===== config.mk =====
export PLATFORM = sky130hd
export DESIGN_NAME = dice_roll_ctrl
export DESIGN_NICKNAME = d
export VERILOG_FILES = /design/src/rtl/dice_roll_ctrl.sv
export SDC_FILE = /design/constraint.sdc
export NUM_CORES = 1
export LEC_CHECK = 0
export ABC_AREA = 1
export CAP_MARGIN = 20
export CORE_ASPECT_RATIO = 0.75
export CORE_MARGIN = 3
export CORE_UTILIZATION = 55
export CTS_BUF_LIST = sky130_fd_sc_hd__clkbuf_8 sky130_fd_sc_hd__clkbuf_16
export CTS_CLUSTER_SIZE = 8
export DETAILED_ROUTE_END_ITERATION = 8
export DONT_BUFFER_PORTS = 1
export PLACE_DENSITY = 0.7
export SYNTH_ARGS = -nofsm -noshare
export SYNTH_HDL_FRONTEND = slang
export SYNTH_SLANG_ARGS = --single-unit

===== constraint.sdc =====
create_clock -name CLK50M -period 5.8 [get_ports CLK50M]
set_input_delay 0.87 -clock CLK50M [delete_from_list [all_inputs] [get_ports CLK50M]]
set_output_delay 0.87 -clock CLK50M [all_outputs]
set_load 0.1 [all_outputs]

===== src/rtl/dice_roll_ctrl.sv =====
// dice_roll_ctrl: turns a raw push-button and a 1 kHz reference into a dice
// face. The face tumbles while the button is held, slows down after release,
// and then holds a final face of 1..6 with VALID raised.
// Everything runs on CLK50M. CLK1K is only sampled and edge-detected into a
// one-cycle tick, so it never clocks any flop.
`timescale 1ns/1ps
module dice_roll_ctrl #(
  parameter int unsigned DEBOUNCE_MS = 20,
  parameter int unsigned ROLL_MS     = 50,
  parameter int unsigned SETTLE_MS   = 500
) (
  input  logic       CLK50M,
  input  logic       RSTN,
  input  logic       CLK1K,
  input  logic       BTN,
  output logic [2:0] DICE,
  output logic       ROLLING,
  output logic       VALID
);

  // Terminal counts, written as "last value before the event fires".
  localparam logic [15:0] DEB_LAST    = 16'(DEBOUNCE_MS - 1);
  localparam logic [15:0] ROLL_LAST   = 16'(ROLL_MS - 1);
  localparam logic [15:0] SLOW_LAST   = 16'(2 * ROLL_MS - 1);
  localparam logic [15:0] SETTLE_LAST = 16'(SETTLE_MS - 1);

  typedef enum logic [1:0] {
    ST_IDLE,
    ST_ROLL,
    ST_SETTLE,
    ST_SHOW
  } state_t;

  // Synchronizers and edge detection
  logic        clk1k_s1_q, clk1k_s1_d;
  logic        clk1k_s2_q, clk1k_s2_d;
  logic        clk1k_dly_q, clk1k_dly_d;
  logic        btn_s1_q, btn_s1_d;
  logic        btn_s2_q, btn_s2_d;
  logic        tick;

  // Debounce
  logic        btn_db_q, btn_db_d;
  logic        btn_db_prev_q, btn_db_prev_d;
  logic [15:0] deb_cnt_q, deb_cnt_d;
  logic        press;
  logic        btn_release;

  // Free-running face source
  logic [2:0]  rng_q, rng_d;

  // Controller
  state_t      state_q, state_d;
  logic [15:0] ms_cnt_q, ms_cnt_d;
  logic [15:0] slow_cnt_q, slow_cnt_d;
  logic [2:0]  dice_q, dice_d;
  logic        rolling_q, rolling_d;
  logic        valid_q, valid_d;

  // Next values for the synchronizer chains; tick fires once per CLK1K rise.
  always_comb begin
    clk1k_s1_d  = CLK1K;
    clk1k_s2_d  = clk1k_s1_q;
    clk1k_dly_d = clk1k_s2_q;
    btn_s1_d    = BTN;
    btn_s2_d    = btn_s1_q;
    tick        = clk1k_s2_q & ~clk1k_dly_q;
  end

  // Synchronizer and delay flops.
  always_ff @(posedge CLK50M or negedge RSTN) begin
    if (!RSTN) begin
      clk1k_s1_q  <= 1'b0;
      clk1k_s2_q  <= 1'b0;
      clk1k_dly_q <= 1'b0;
      btn_s1_q    <= 1'b0;
      btn_s2_q    <= 1'b0;
    end else begin
      clk1k_s1_q  <= clk1k_s1_d;
      clk1k_s2_q  <= clk1k_s2_d;
      clk1k_dly_q <= clk1k_dly_d;
      btn_s1_q    <= btn_s1_d;
      btn_s2_q    <= btn_s2_d;
    end
  end

  // Debounced level flips only after DEBOUNCE_MS consecutive disagreeing ticks.
  always_comb begin
    btn_db_d      = btn_db_q;
    deb_cnt_d     = deb_cnt_q;
    btn_db_prev_d = btn_db_q;
    if (tick) begin
      if (btn_s2_q != btn_db_q) begin
        if (deb_cnt_q == DEB_LAST) begin
          btn_db_d  = ~btn_db_q;
          deb_cnt_d = '0;
        end else begin
          deb_cnt_d = deb_cnt_q + 16'd1;
        end
      end else begin
        deb_cnt_d = '0;
      end
    end
    press       = btn_db_q & ~btn_db_prev_q;
    btn_release = ~btn_db_q & btn_db_prev_q;
  end

  // Debounce state flops.
  always_ff @(posedge CLK50M or negedge RSTN) begin
    if (!RSTN) begin
      btn_db_q      <= 1'b0;
      btn_db_prev_q <= 1'b0;
      deb_cnt_q     <= '0;
    end else begin
      btn_db_q      <= btn_db_d;
      btn_db_prev_q <= btn_db_prev_d;
      deb_cnt_q     <= deb_cnt_d;
    end
  end

  // Face source cycles 1..6 every clock; any stray value recovers to 1.
  always_comb begin
    if ((rng_q >= 3'd6) || (rng_q == 3'd0)) begin
      rng_d = 3'd1;
    end else begin
      rng_d = rng_q + 3'd1;
    end
  end

  // Face source flop, starts at 1.
  always_ff @(posedge CLK50M or negedge RSTN) begin
    if (!RSTN) begin
      rng_q <= 3'd1;
    end else begin
      rng_q <= rng_d;
    end
  end

  // Controller next state, interval counters and registered output values.
  // slow_cnt tracks ms_cnt modulo 2*ROLL_MS without a divider; both start at
  // zero on SETTLE entry and advance on the same ticks.
  always_comb begin
    state_d    = state_q;
    ms_cnt_d   = tick ? (ms_cnt_q + 16'd1) : ms_cnt_q;
    slow_cnt_d = slow_cnt_q;
    dice_d     = dice_q;

    case (state_q)
      ST_IDLE: begin
        if (press) begin
          state_d = ST_ROLL;
          dice_d  = rng_q;
        end
      end

      ST_ROLL: begin
        if (btn_release) begin
          state_d = ST_SETTLE;
        end else if (tick && (ms_cnt_q == ROLL_LAST)) begin
          dice_d   = rng_q;
          ms_cnt_d = '0;
        end
      end

      ST_SETTLE: begin
        if (tick) begin
          if (ms_cnt_q == SETTLE_LAST) begin
            dice_d  = rng_q;
            state_d = ST_SHOW;
          end else if (slow_cnt_q == SLOW_LAST) begin
            dice_d = rng_q;
          end
          slow_cnt_d = (slow_cnt_q == SLOW_LAST) ? 16'd0 : (slow_cnt_q + 16'd1);
        end
      end

      ST_SHOW: begin
        if (press) begin
          state_d = ST_ROLL;
          dice_d  = rng_q;
        end
      end

      default: begin
        state_d = ST_IDLE;
      end
    endcase

    if (state_d != state_q) begin
      ms_cnt_d   = '0;
      slow_cnt_d = '0;
    end

    if (state_d == ST_IDLE) begin
      dice_d = 3'd0;
    end

    rolling_d = (state_d == ST_ROLL) || (state_d == ST_SETTLE);
    valid_d   = (state_d == ST_SHOW);
  end

  // Controller state and output registers.
  always_ff @(posedge CLK50M or negedge RSTN) begin
    if (!RSTN) begin
      state_q    <= ST_IDLE;
      ms_cnt_q   <= '0;
      slow_cnt_q <= '0;
      dice_q     <= 3'd0;
      rolling_q  <= 1'b0;
      valid_q    <= 1'b0;
    end else begin
      state_q    <= state_d;
      ms_cnt_q   <= ms_cnt_d;
      slow_cnt_q <= slow_cnt_d;
      dice_q     <= dice_d;
      rolling_q  <= rolling_d;
      valid_q    <= valid_d;
    end
  end

  assign DICE    = dice_q;
  assign ROLLING = rolling_q;
  assign VALID   = valid_q;

endmodule


Yosys cells after proc, flatten, opt, wreduce, memory -nomap -nowiden --
Cells that the tools add are included.
Word-level totals: output and inout port bits 5, input bits 4, flip-flop bits (word level) 65, logic and storage cells 80
Operators by class: add/sub/neg operators 4, reductions and logical operators 12, bitwise gates (word level) 6, $lt $le $gt $ge 1, mux-type cells 25, equality and inequality tests 17
Operators by type and width (number):
- 16-bit two-way mux | 11
- 16-bit by 1-bit adder with 16-bit output, second input constant | 3
- 3-bit two-way mux | 8
- 16-bit by 5-bit equality test with 1-bit output, second input constant | 1
- 16-bit by 6-bit equality test with 1-bit output, second input constant | 1
- 16-bit by 7-bit equality test with 1-bit output, second input constant | 1
- 16-bit by 9-bit equality test with 1-bit output, second input constant | 1
- 3-bit inequality test, second input constant | 3
- 3-bit case mux with 3 select lines | 1
- 2-bit equality test, second input constant | 4
- 2-bit two-way mux | 4
- 2-bit case mux with 3 select lines | 1
- 5-bit AND reduction | 1
- 2-bit by 1-bit equality test with 1-bit output, second input constant | 2
- 2-bit logical NOT | 2
- 4-bit inequality test, second input constant | 1
- 2-bit nonzero test | 2
- 3-bit by 1-bit adder with 3-bit output, second input constant | 1
- 1-bit bitwise AND | 3
- 3-bit greater-or-equal comparator, second input constant | 1
- 3-bit logical NOT | 1
- 3-bit by 1-bit inequality test with 1-bit output, second input constant | 1
- 1-bit NOT | 3
- 3-bit AND reduction | 1
- 6 further kinds | 7

Depth between registers and ports, before layout --
Gate-level depths: netlist of run 1.
word-level depth 7, gate-level depth with buffers 17, gate-level depth less buffers 17

Least setup slack after synthesis of run 1 --
Ideal clock, no wire load.
path kind register to register, start register state_q[0], end register dice_q[0] (netlist: DICE[0]), clock period less this slack 2150 ps, data required time 5680 ps, data arrival time 2030 ps, path buffers 0, path slack 3650 ps, library setup time 120 ps, stages on the path, launching flop included 16, cell sequence dfrtp_1 inv_2 ha_1 a21boi_0 nand2_1 nand2_1 o21ai_0 ha_1 inv_1 nand3_1 o31ai_1 inv_1 nand3_1 nor2_1 nand2_1 nand2_1
On the way: cells in the longest elaborated chain, start to end 6, elaborated cells on any way between the ends 19, those cells by class eq/ne: 8; mux: 7; reduce/logical: 4
RTL lines:
- from (decl) | RTL line 53 | state_t state_q, state_d;
- from (signal assigned) | RTL line 212 | state_q <= state_d;
- 2-bit equality test (tied with other cells) | RTL line 148 | case (state_q)
- 2-bit OR reduction (no line) or 2-bit two-way mux (tied branches)
- 2-bit case mux with 3 select lines | RTL line 148
- 2-bit logical NOT | RTL line 194 | if (state_d == ST_IDLE) begin
- 4-bit inequality test (no line) (tied with other cells)
- 5-bit AND reduction (no line)
- to (signal assigned) | RTL line 215 | dice_q <= dice_d;
- to (decl) | RTL line 56 | logic [2:0] dice_q, dice_d;
Several ways; a longest one is shown, not always the timed one. A chain may end at the register's enable or synchronous reset.

Final worst setup path of run 1 --
start register state_q[0], end register ms_cnt_q[3]
On the way: cells in the longest elaborated chain, start to end 5, elaborated cells on any way between the ends 13, those cells by class eq/ne: 4; mux: 7; reduce/logical: 2
RTL lines:
- 2-bit equality test (tied with other cells) | RTL line 148
- 2-bit OR reduction (no line) or 2-bit two-way mux (tied branches)
- 2-bit case mux with 3 select lines | RTL line 148
- 2-bit inequality test | RTL line 189 | if (state_d != state_q) begin
- 16-bit two-way mux * | RTL line 189
- via ms_cnt_d[3] | RTL line 54 | logic [15:0] ms_cnt_q, ms_cnt_d;
- to (signal assigned) | RTL line 213 | ms_cnt_q <= ms_cnt_d;
- to (decl) | RTL line 54
The timed path passes the listed nets; every way through them passes the cells marked *.

==> out/qor.yml, run 1 <==
run_status:
  status: "complete, no violations"
synthesis:
  ys.flop_type: "dfrtp_1"
  ys.warnings.count: 0
  synth_nets: 526
  synth_top_area_share: 0.4074
  syn_area_sq_um: 3931
  synthTopCellsByArea: "dfrtp_1 41%, nand2_1 11%, nor2_1 6.5%"
  syn_area_per_cell_sq_um: 7.708
  ys_types: 37
  async_reset_ff_frac: 1.000
  synth_edf_count: 0
  synthTopCellsByCount: "118 x nand2_1, 68 x nor2_1, 64 x dfrtp_1, 64 x inv_1, 35 x nand3_1"
  seq_area_frac_synth: 0.4141
  yosysTopAreaCell: "dfrtp_1"
  yosysMostFrequentCell: "nand2_1"
  syn_inst: 510
  ys_seq_elements: 65
worst_setup_path:
  cpMaxStageDelayCell: "nand3_2"
  cp_cell_sequence: "inv_2 > ha_1 > a21boi_0 > nand2_1 > nand2_1 > nand2_1 > nand2_1 > nand3_2 > a21oi_1"
  crit_path_max_fanout: 29
  crit_buf_inv: 1
  max_stage_delay_ns: 0.73
  cp-start-kind: "flip-flop"
  arrival_ns: 2.95
  cpMostUsedCell: "nand2_1"
  cp.required_ns: 6.04
  crit_family: "simple AND/OR/NAND/NOR gates"
  worst-setup-path-type: "flip-flop to flip-flop"
  end_kind: "flip-flop"
clock_tree:
  cts_buffers: 9
  cts_setup_buffers: 0
  post_cts_resize_count: 0
  htree_levels: 3
  clk_pin_slew_ns: 0.08
  clock_tree.root_cell: "clkbuf_8"
  clkSinkCount: 65
  cts_tree: "yes"
  cts_hold_buffers: 0
  clkLatencyLatePin_ns: 0.35
  clockBufferDepth: 2
floorplanning:
  num_io_pins: 9
  fp-row-count: 26
  die_area_sq_um: 8209
  die_w_um: 103.6
  fp.dieH_um: 79.22
  start_util: 0.5727
  coreArea_sq_um: 6864
route:
  ant_nets: 0
  vias_per_cell: 5.205
  routedWlPerCell_um: 12.84
  dr.pass1.iters: 5
  dr.first_iter.drc_count: 232
  drc: 0
  vias: 3206
  wl_um: 7911
timing:
  finalHoldViolations: 0
  drv_slew: 0
  layout_min_cycle_time_ns: 2.711
  slew_headroom: 0.3787
  rsz0062_at_grt: "false"
  setup-violations-final: 0
  worstMarginPinSlew_ns: 0.9309
  min_period_over_period: 0.4675
  fmax_mhz: 368.8
  tns_ns: 0
  finClkSkew_ns: 0.008702
placed_design:
  hpwl_um: 5545
  place.port_buffers: 0
  place.gp.congestion: 1.009
  post_dp_cell_area_sq_um: 3996
flow_run:
  maxCapViolCount: 0
finish:
  drive_gt1_frac: 0.08880
  areaGrowthSynthToFinish_pct: 6.429
  stdcell_area_sq_um: 4184
  fillCellCount: 623
  fin_nets: 529
  n_antenna_cell: 0
global_routing:
  grt_use_total: 0.2059
  grt_pass1_vias: 3009
  overflow: 0
  antenna_found_initial: 0
  grt_start_max_net_pins: 66
  grt_pass1_wl_um: 13530
pwr:
  p_leak_nw: 1.985
  powerDensity_nw_per_um2: 242.1
  max-vdd-ir-drop_v: 0.0002067
hold_path:
  worst_hold_path_type: "input pin to async pin"
==> kinds of logic (layout without fill, tap and decap cells) <==
family	Yosys count	in the layout	share of synthesized area
and+or+nand+nor	278	278	0.3320
buffers and inverters	78	86	0.08147
DFF	65	65	0.4141
AOI/OAI and AO/OA	49	49	0.07193
xor gates and xnor gates	28	28	0.06238
adders and majority gates	12	12	0.03819
==> sequential cells by signal, summed over array words and instances, names as in the netlist, 2 cells and up <==
name	count
state_q	2
DICE	3
deb_cnt_q	16
ms_cnt_q	16
slow_cnt_q	16
rng_q	3
==> per-layer routing <==
metal | share of wire | track usage
met3 | 0.070 | 0.06499
met2 | 0.41 | 0.3114
met5 | 0 | 0
met1 | 0.50 | 0.2815
met4 | 0.014 | 0.07171
==> metrics by stage <==
step	hold slack [ns]	utilization	std cells	total power, mW	setup slack (ns)
5_1_grt	0.1756	0.6096	616	1.068	2.865
3_3_place_gp	0.3358	0.5822	600	0.6448	3.233
4_1_cts	0.1861	0.6096	616	1.025	3.083
3_5_place_dp	0.3442	0.5822	600	0.6510	3.089
6_report	0.2037	0.6096	616	1.013	3.089
2_1_floorplan	0.3312	-	510	0.6240	3.650
==> layout by cell type, fill, tap and decap left out, types with 10 or more instances in the layout <==
| master | Yosys | routed |
|---|---|---|
| o22ai_1 | 10 | 10 |
| nand2_1 | 118 | 118 |
| nor2_1 | 68 | 68 |
| nand4_1 | 21 | 21 |
| ha_1 | 12 | 12 |
| inv_1 | 64 | 64 |
| o21ai_0 | 14 | 14 |
| nor2_4 | 10 | 10 |
| a21oi_1 | 14 | 14 |
| nand3_1 | 35 | 35 |
| clkbuf_8 | 0 | 10 |
| xor2_1 | 22 | 22 |
| dfrtp_1 | 64 | 64 |
==> final timing paths <==
kind,from,end,slack (ns),cells after the start
worst max-delay path,state_q[0]$_DFF_PN0_,ms_cnt_q[3]$_DFF_PN0_,3.09,9
worst min-delay path,RSTN,deb_cnt_q[6]$_DFFE_PN0N_,0.20,0
worst max register to register,state_q[0]$_DFF_PN0_,ms_cnt_q[3]$_DFF_PN0_,3.09,9
worst min register to register,btn_s1_q$_DFF_PN0_,btn_s2_q$_DFF_PN0_,0.36,0
max in group asynchronous,RSTN,rng_q[0]$_DFF_PN1_,5.39,0
min in group CLK50M,btn_s1_q$_DFF_PN0_,btn_s2_q$_DFF_PN0_,0.36,0
==> area by class of cell <==
type	instances	area (sq um)	area share
inverter	70	262.8	0.06280
tap	98	122.6	0.02931
multi-input combinational	367	1983	0.4740
clock inverter	6	50.05	0.01196
clock buffer	10	137.6	0.03289
sequential	65	1628	0.3891
==> report_power, final <==
group          total [mW]  internal [mW]  switching [mW]
Sequential          0.516          0.483          0.0327
Clock               0.367          0.172           0.196
Combinational       0.130         0.0550          0.0752
Power figures use the tool's default switching activity.
==> run 2: changes to the inputs <==
- clock period: 5.8 -> 2.63 ns (I/O delays scaled with it)
==> run 2 against run 1 <==
Effect of this change:
- first-iteration DRC count up 14%
- sequential share of layout area down 0.94 points
- cell area up 2.5%
- fmax up 14%
- count of clock-buffer cells in the layout down 1
- critical path type unchanged
- critical endpoint is now DICE[2]$_DFFE_PN0P_
==> out/qor.yml, run 2 (synthesized netlist as in run 1, its figures left out) <==
floorplanning:
  fp.dieH_um: 79.22  # unchanged
  start_util: 0.5727  # unchanged
  fp-row-count: 26  # unchanged
  die_area_sq_um: 8209  # unchanged
  coreArea_sq_um: 6864  # unchanged
  die_w_um: 103.6  # unchanged
  num_io_pins: 9  # unchanged
flow_run:
  maxCapViolCount: 0  # unchanged
hold_path:
  hold_start: "BTN"
  worst_hold_path_type: "input pin to flip-flop"
global_routing:
  grt_pass1_wl_um: 14500  # +7.2%
  antenna_found_initial: 0  # unchanged
  met2_usage: 0.3231  # +0.01175
  grt_use_total: 0.2197  # +0.01379
  grt_start_max_net_pins: 66  # unchanged
  grtUsageMet1: 0.3206  # +0.03916
  grt_util_met3: 0.06418  # -0.0008123
  grt_pass1_vias: 3065  # +1.9%
  busiest_layer: "met2"
  overflow: 0  # unchanged
placed_design:
  place.port_buffers: 0  # unchanged
  place.gp.congestion: 0.9080  # -10%
  hpwl_um: 5701  # +2.8%
timing:
  tns_ns: 0  # unchanged
  layout_min_cycle_time_ns: 2.383  # -0.3281 ns
  drv_slew: 0  # unchanged
  finalHoldViolations: 0  # unchanged
  worstMarginPinSlew_ns: 0.9215  # -0.009386 ns
  min_period_over_period: 0.9062  # +0.4387
  rsz0062_at_grt: "false"
  finClkSkew_ns: 0.008188  # -0.0005137 ns
  slew_headroom: 0.3857  # +0.006970
  fmax_mhz: 419.6  # +14%
  setup-violations-final: 0  # unchanged
run_status:
  status: "complete, no violations"
clock_tree:
  cts_buffers: 9  # unchanged
  cts_tree: "yes"
  clkLatencyLatePin_ns: 0.35  # about the same
  clockBufferDepth: 2  # unchanged
  cts_setup_buffers: 0  # unchanged
  clk_pin_slew_ns: 0.08  # about the same
  clock_tree.root_cell: "clkbuf_8"
  htree_levels: 3  # unchanged
  clkSinkCount: 65  # unchanged
pwr:
  max-vdd-ir-drop_v: 0.0003455  # +67%
  powerDensity_nw_per_um2: 555.6  # +130%
  p_leak_nw: 2.035  # +2.5%
finish:
  utilization: 0.6250  # +0.01549
  most-common-layout-cells: "118 x nand2_1, 68 x nor2_1, 64 x inv_1"
  fillCellCount: 613  # -1.6%
  n_antenna_cell: 0  # unchanged
  top_regs: "deb_cnt_q x16, ms_cnt_q x16, slow_cnt_q x16"
  final-seq-area_sq_um: 1629  # about the same
  drive_gt1_frac: 0.09751  # +0.008711
  fin_nets: 534  # +0.95%
  layout_commonest_cell: "nand2_1"
  multi_input_comb_area_sq_um: 1983  # unchanged
  areaGrowthSynthToFinish_pct: 9.134
worst_setup_path:
  cp-start-kind: "flip-flop"
  endpoint: "DICE[2]$_DFFE_PN0P_"
  rr_endpoint: "DICE[2]$_DFFE_PN0P_"
  startpoint: "state_q[0]$_DFF_PN0_"
  reg2reg_depth: 14  # +5
  arrival_ns: 2.67  # -0.28 ns
  r2r_start: "state_q[0]$_DFF_PN0_"
  end_kind: "flip-flop"
  reg2reg_setup_slack_ns: 0.25  # -2.84 ns
  crit_path_max_fanout: 5  # -83%
  worst-setup-path-type: "flip-flop to flip-flop"
  cp.required_ns: 2.92  # -3.12 ns
route:
  routedWlPerCell_um: 13.15  # +2.4%
  dr.pass1.iters: 5  # unchanged
  vias_per_cell: 5.251  # +0.90%
  wl_um: 8168  # +3.2%
  drc: 0  # unchanged
  ant_nets: 0  # unchanged
  vias: 3261  # +1.7%
  dr.first_iter.drc_count: 265  # +14%
[run 2: how the worst min path moves through the flow]
stage / endpoint / slack (ns) / cells after the start
detailed placement: deb_cnt_q[9]$_DFFE_PN0N_ / 0.10 / 0
global placement: deb_cnt_q[9]$_DFFE_PN0N_ / 0.10 / 0
CTS: btn_s1_q$_DFF_PN0_ / 0.05 / 0
finish: btn_s1_q$_DFF_PN0_ / 0.07 / 0
floorplan: DICE[0]$_DFFE_PN0P_ / 0.1 / 0
global route: btn_s1_q$_DFF_PN0_ / 0.04 / 0
[run 2: power breakdown]
group / switching, mW / internal [mW] / total (mW)
sequential: 0.0689 / 1.07 / 1.13
combinational: 0.183 / 0.130 / 0.313
clock: 0.404 / 0.533 / 0.937
total: 0.656 / 1.73 / 2.38
[run 2: final cells by class]
class	count	area share
clock buffer	9	0.02887
tap	98	0.02858
multi-input combinational	367	0.4622
clock inverter	7	0.02246
sequential	65	0.3797
inverter	70	0.06124
timing repair buffer	5	0.01691
[run 2: worst max-delay path, cell delays in order (launching register included)]
cell and delay [ns]:
dfrtp_2 0.43, inv_2 0.06, ha_1 0.29, a21boi_0 0.24, nand2_1 0.08, nand2_1 0.10, o21ai_0 0.16, ha_1 0.31
inv_1 0.10, nand3_1 0.08, o31ai_1 0.07, inv_1 0.08, nand4_1 0.16, nand2_1 0.07, nand2_1 0.11
[run 2: per-stage QoR]
stage	total power [mW]	instance area, sq um	worst slack (ns)	hold WS (ns)	std cells
floorplan	1.376	3931	0.4802	0.09891	510
global placement	1.426	4031	0.3552	0.1006	603
detailed placement	1.434	4031	0.2175	0.1008	603
CTS	2.412	4289	0.2023	0.05038	621
global route	2.522	4290	0.01317	0.03625	621
finish	2.384	4290	0.2466	0.06903	621
[run 2: layer usage]
| metal | wire (um) | share of wire |
|---|---|---|
| met2 | 3412 | 0.42 |
| met4 | 80 | 0.0098 |
| met5 | 0 | 0 |
| met3 | 401 | 0.049 |
| met1 | 4273 | 0.52 |
[run 2: timing repair]
action / in CTS / in global routing
hold buffers: 2 / 0
endpoints found under the hold margin: 65 / 0
setup endpoints to repair: 0 / 3
resized for setup: 0 / 2
==> run 3: changes to the inputs <==
- CELL_PAD_IN_SITES_DETAIL_PLACEMENT: unset -> 1
- CELL_PAD_IN_SITES_GLOBAL_PLACEMENT: unset -> 2
- CORE_UTILIZATION: 55 -> 38
- PLACE_DENSITY: 0.7 -> unset
- PLACE_DENSITY_LB_ADDON: unset -> 0.1
==> run 3 against run 2 <==
Effect of this change:
- register-to-register slack about the same
- count of clock-buffer cells in the layout increased by 1
- die area increased by 41%
- core utilization decreased by 18 points
- via count increased by 1.1%
- setup slack improved by 0.0042 ns
- sequential power about the same
- clock skew decreased by 0.0027 ns
==> out/qor.yml, run 3 (synthesized netlist as in run 1, its figures left out) <==
route:
  drc: 0  # unchanged
  dr.first_iter.drc_count: 138  # -48%
  vias: 3296  # +1.1%
  routedWlPerCell_um: 15.60  # +19%
  ant_nets: 0  # unchanged
  wl_um: 10250  # +25%
  vias_per_cell: 5.017  # -4.5%
  dr.pass1.iters: 5  # unchanged
placed_design:
  hpwl_um: 7447  # +31%
  place.port_buffers: 0  # unchanged
  place_inst: 639  # +6.0%
  post_dp_cell_area_sq_um: 4089  # +1.4%
  place.gp.congestion: 0.7936  # -13%
  preCtsSetupSlack_ns: 0.1640  # -0.05353 ns
worst_setup_path:
  reg2reg_setup_slack_ns: 0.25  # about the same
  arrival_ns: 2.59  # -0.08 ns
  crit_buf_inv: 4  # +1
  cpMaxStageDelayCell: "dfrtp_2"
  r2r_start: "state_q[0]$_DFF_PN0_"
  end_kind: "flip-flop"
  cp_cell_sequence: "inv_2 > ha_1 > inv_2 > nor2_8 > nand3_1 > nand2_1 > nand2_2 > ha_2 > inv_1 > nand3_1 > o31ai_1 > inv_1 > nand3_1 > nor2_1 > nand2_1 > nand2_1"
  cp-start-kind: "flip-flop"
  rr_endpoint: "DICE[1]$_DFFE_PN0P_"
  crit_path_max_fanout: 9  # +4
  crit_family: "simple AND/OR/NAND/NOR gates"
  reg2reg_depth: 16  # +2
  worst-setup-path-type: "flip-flop to flip-flop"
  max_stage_delay_ns: 0.45  # +0.02 ns
  cp.required_ns: 2.85  # -0.07 ns
timing:
  setup-violations-final: 0  # unchanged
  drv_slew: 0  # unchanged
  holdWs_ns: 0.08905  # +0.02001 ns
  setup_ws_ns: 0.2509  # +0.004216 ns
  layout_min_cycle_time_ns: 2.379  # -0.004216 ns
  min_period_over_period: 0.9046  # -0.001603
  fmax_mhz: 420.3  # +0.18%
  finalHoldViolations: 0  # unchanged
  slew_headroom: 0.3784  # -0.007289
  worstMarginPinSlew_ns: 0.9325  # +0.01093 ns
  finClkSkew_ns: 0.005476  # -0.002712 ns
run_status:
  status: "complete, no violations"
pwr:
  max-vdd-ir-drop_v: 0.0003254  # -5.8%
  p_leak_nw: 2.082  # +2.3%
  p_seq_frac: 0.428  # -0.048
  p_sw_uw: 715.7  # +9.1%
  p_int_mw: 1.952  # +13%
  pwr-share-clk: 0.451  # +0.058
  p_comb_frac: 0.121  # -0.010
  switching_share: 0.2683  # -0.006886
  powerDensity_nw_per_um2: 602.4  # +8.4%
finish:
  layout_commonest_cell: "nand2_1"
  areaGrowthSynthToFinish_pct: 12.64
  fin_nets: 536  # +0.37%
  stdcell_area_sq_um: 4428  # +3.2%
  most-common-layout-cells: "118 x nand2_1, 68 x nor2_1, 64 x inv_1"
  layout.cells.non_filler: 657  # +5.8%
  drive_gt1_frac: 0.1029  # +0.005343
  n_antenna_cell: 0  # unchanged
  top_regs: "deb_cnt_q x16, ms_cnt_q x16, slow_cnt_q x16"
global_routing:
  grt_pass1_vias: 3423  # +12%
  overflow: 0  # unchanged
  grt_use_total: 0.1955  # -0.02419
  grtUsageMet1: 0.2950  # -0.02561
  grt_start_max_net_pins: 66  # unchanged
  met2_usage: 0.2804  # -0.04269
  grt_util_met3: 0.04395  # -0.02023
  busiest_layer: "met1"
  antenna_found_initial: 0  # unchanged
  grt_pass1_wl_um: 17680  # +22%
floorplanning:
  coreArea_sq_um: 9852  # +44%
  die_area_sq_um: 11610  # +41%
  die_w_um: 123.4  # +19%
  start_util: 0.3990  # -0.1737
  num_io_pins: 9  # unchanged
  fp-row-count: 31  # +19%
  fp.dieH_um: 94.09  # +19%
clock_tree:
  clockBufferDepth: 2  # unchanged
  clock_tree.root_cell: "clkbuf_16"
  cts_buffers: 9  # unchanged
  clkLatencyLatePin_ns: 0.33  # -0.02 ns
  cts_tree: "yes"
  htree_levels: 3  # unchanged
  cts_setup_buffers: 0  # unchanged
  clkSinkCount: 65  # unchanged
  clk_pin_slew_ns: 0.06  # -0.02 ns
flow_run:
  maxCapViolCount: 0  # unchanged
hold_path:
  worst_hold_path_type: "input pin to flip-flop"
  min_to: "btn_s1_q$_DFF_PN0_"
  hold_start: "BTN"
  holdPathStages: 0  # unchanged
## run 3: worst max path at each step
stage | to | startpoint | cells past startpoint | slack, ns
2_1_floorplan | DICE[0]$_DFFE_PN0P_ | state_q[0]$_DFF_PN0_ | 15 | 0.48
3_3_place_gp | DICE[2]$_DFFE_PN0P_ | state_q[0]$_DFF_PN0_ | 15 | 0.33
3_5_place_dp | DICE[1]$_DFFE_PN0P_ | state_q[0]$_DFF_PN0_ | 15 | 0.16
4_1_cts | DICE[1]$_DFFE_PN0P_ | state_q[0]$_DFF_PN0_ | 15 | 0.12
5_1_grt | DICE[0]$_DFFE_PN0P_ | state_q[0]$_DFF_PN0_ | 14 | -0.002
6_report | DICE[1]$_DFFE_PN0P_ | state_q[0]$_DFF_PN0_ | 16 | 0.25
## run 3: metal layers
metal,part of all wire,up-vias
met4,0.0093,0
li1,-,1652
met5,0,-
met3,0.028,8
met2,0.41,38
met1,0.55,1598
## run 3: area by class of cell
class                      instances  area (sq um)
fill                            1263          5424
multi-input combinational        367          1986
sequential                        65          1629
inverter                          70         262.8
clock buffer                      10         239.0
tap                              132         165.2
timing repair buffer               7         87.58
clock inverter                     6         58.81
## run 3: what timing repair did
| action | in CTS | in global routing |
|---|---|---|
| hold buffers | 2 | 0 |
| setup endpoints to repair | 0 | 3 |
| resized for setup | 0 | 3 |
| endpoints found under the hold margin | 65 | 0 |
## run 3: power groups by stage
stage / Sequential, mW / Clock, mW / Combinational [mW]
after floorplan: 1.14 / 0 / 0.239
after global placement: 1.15 / 0 / 0.289
after detailed placement: 1.16 / 0 / 0.296
after CTS: 1.14 / 1.24 / 0.329
after global routing: 1.15 / 1.29 / 0.375
final: 1.14 / 1.20 / 0.324
## run 3: per-stage QoR
step	setup TNS [ns]	util	total power, mW
6_report	0	0.4495	2.667
5_1_grt	-0.002256	0.4495	2.813
4_1_cts	0	0.4491	2.708
3_5_place_dp	0	0.4150	1.452
3_3_place_gp	0	0.4150	1.439
2_1_floorplan	0	-	1.376
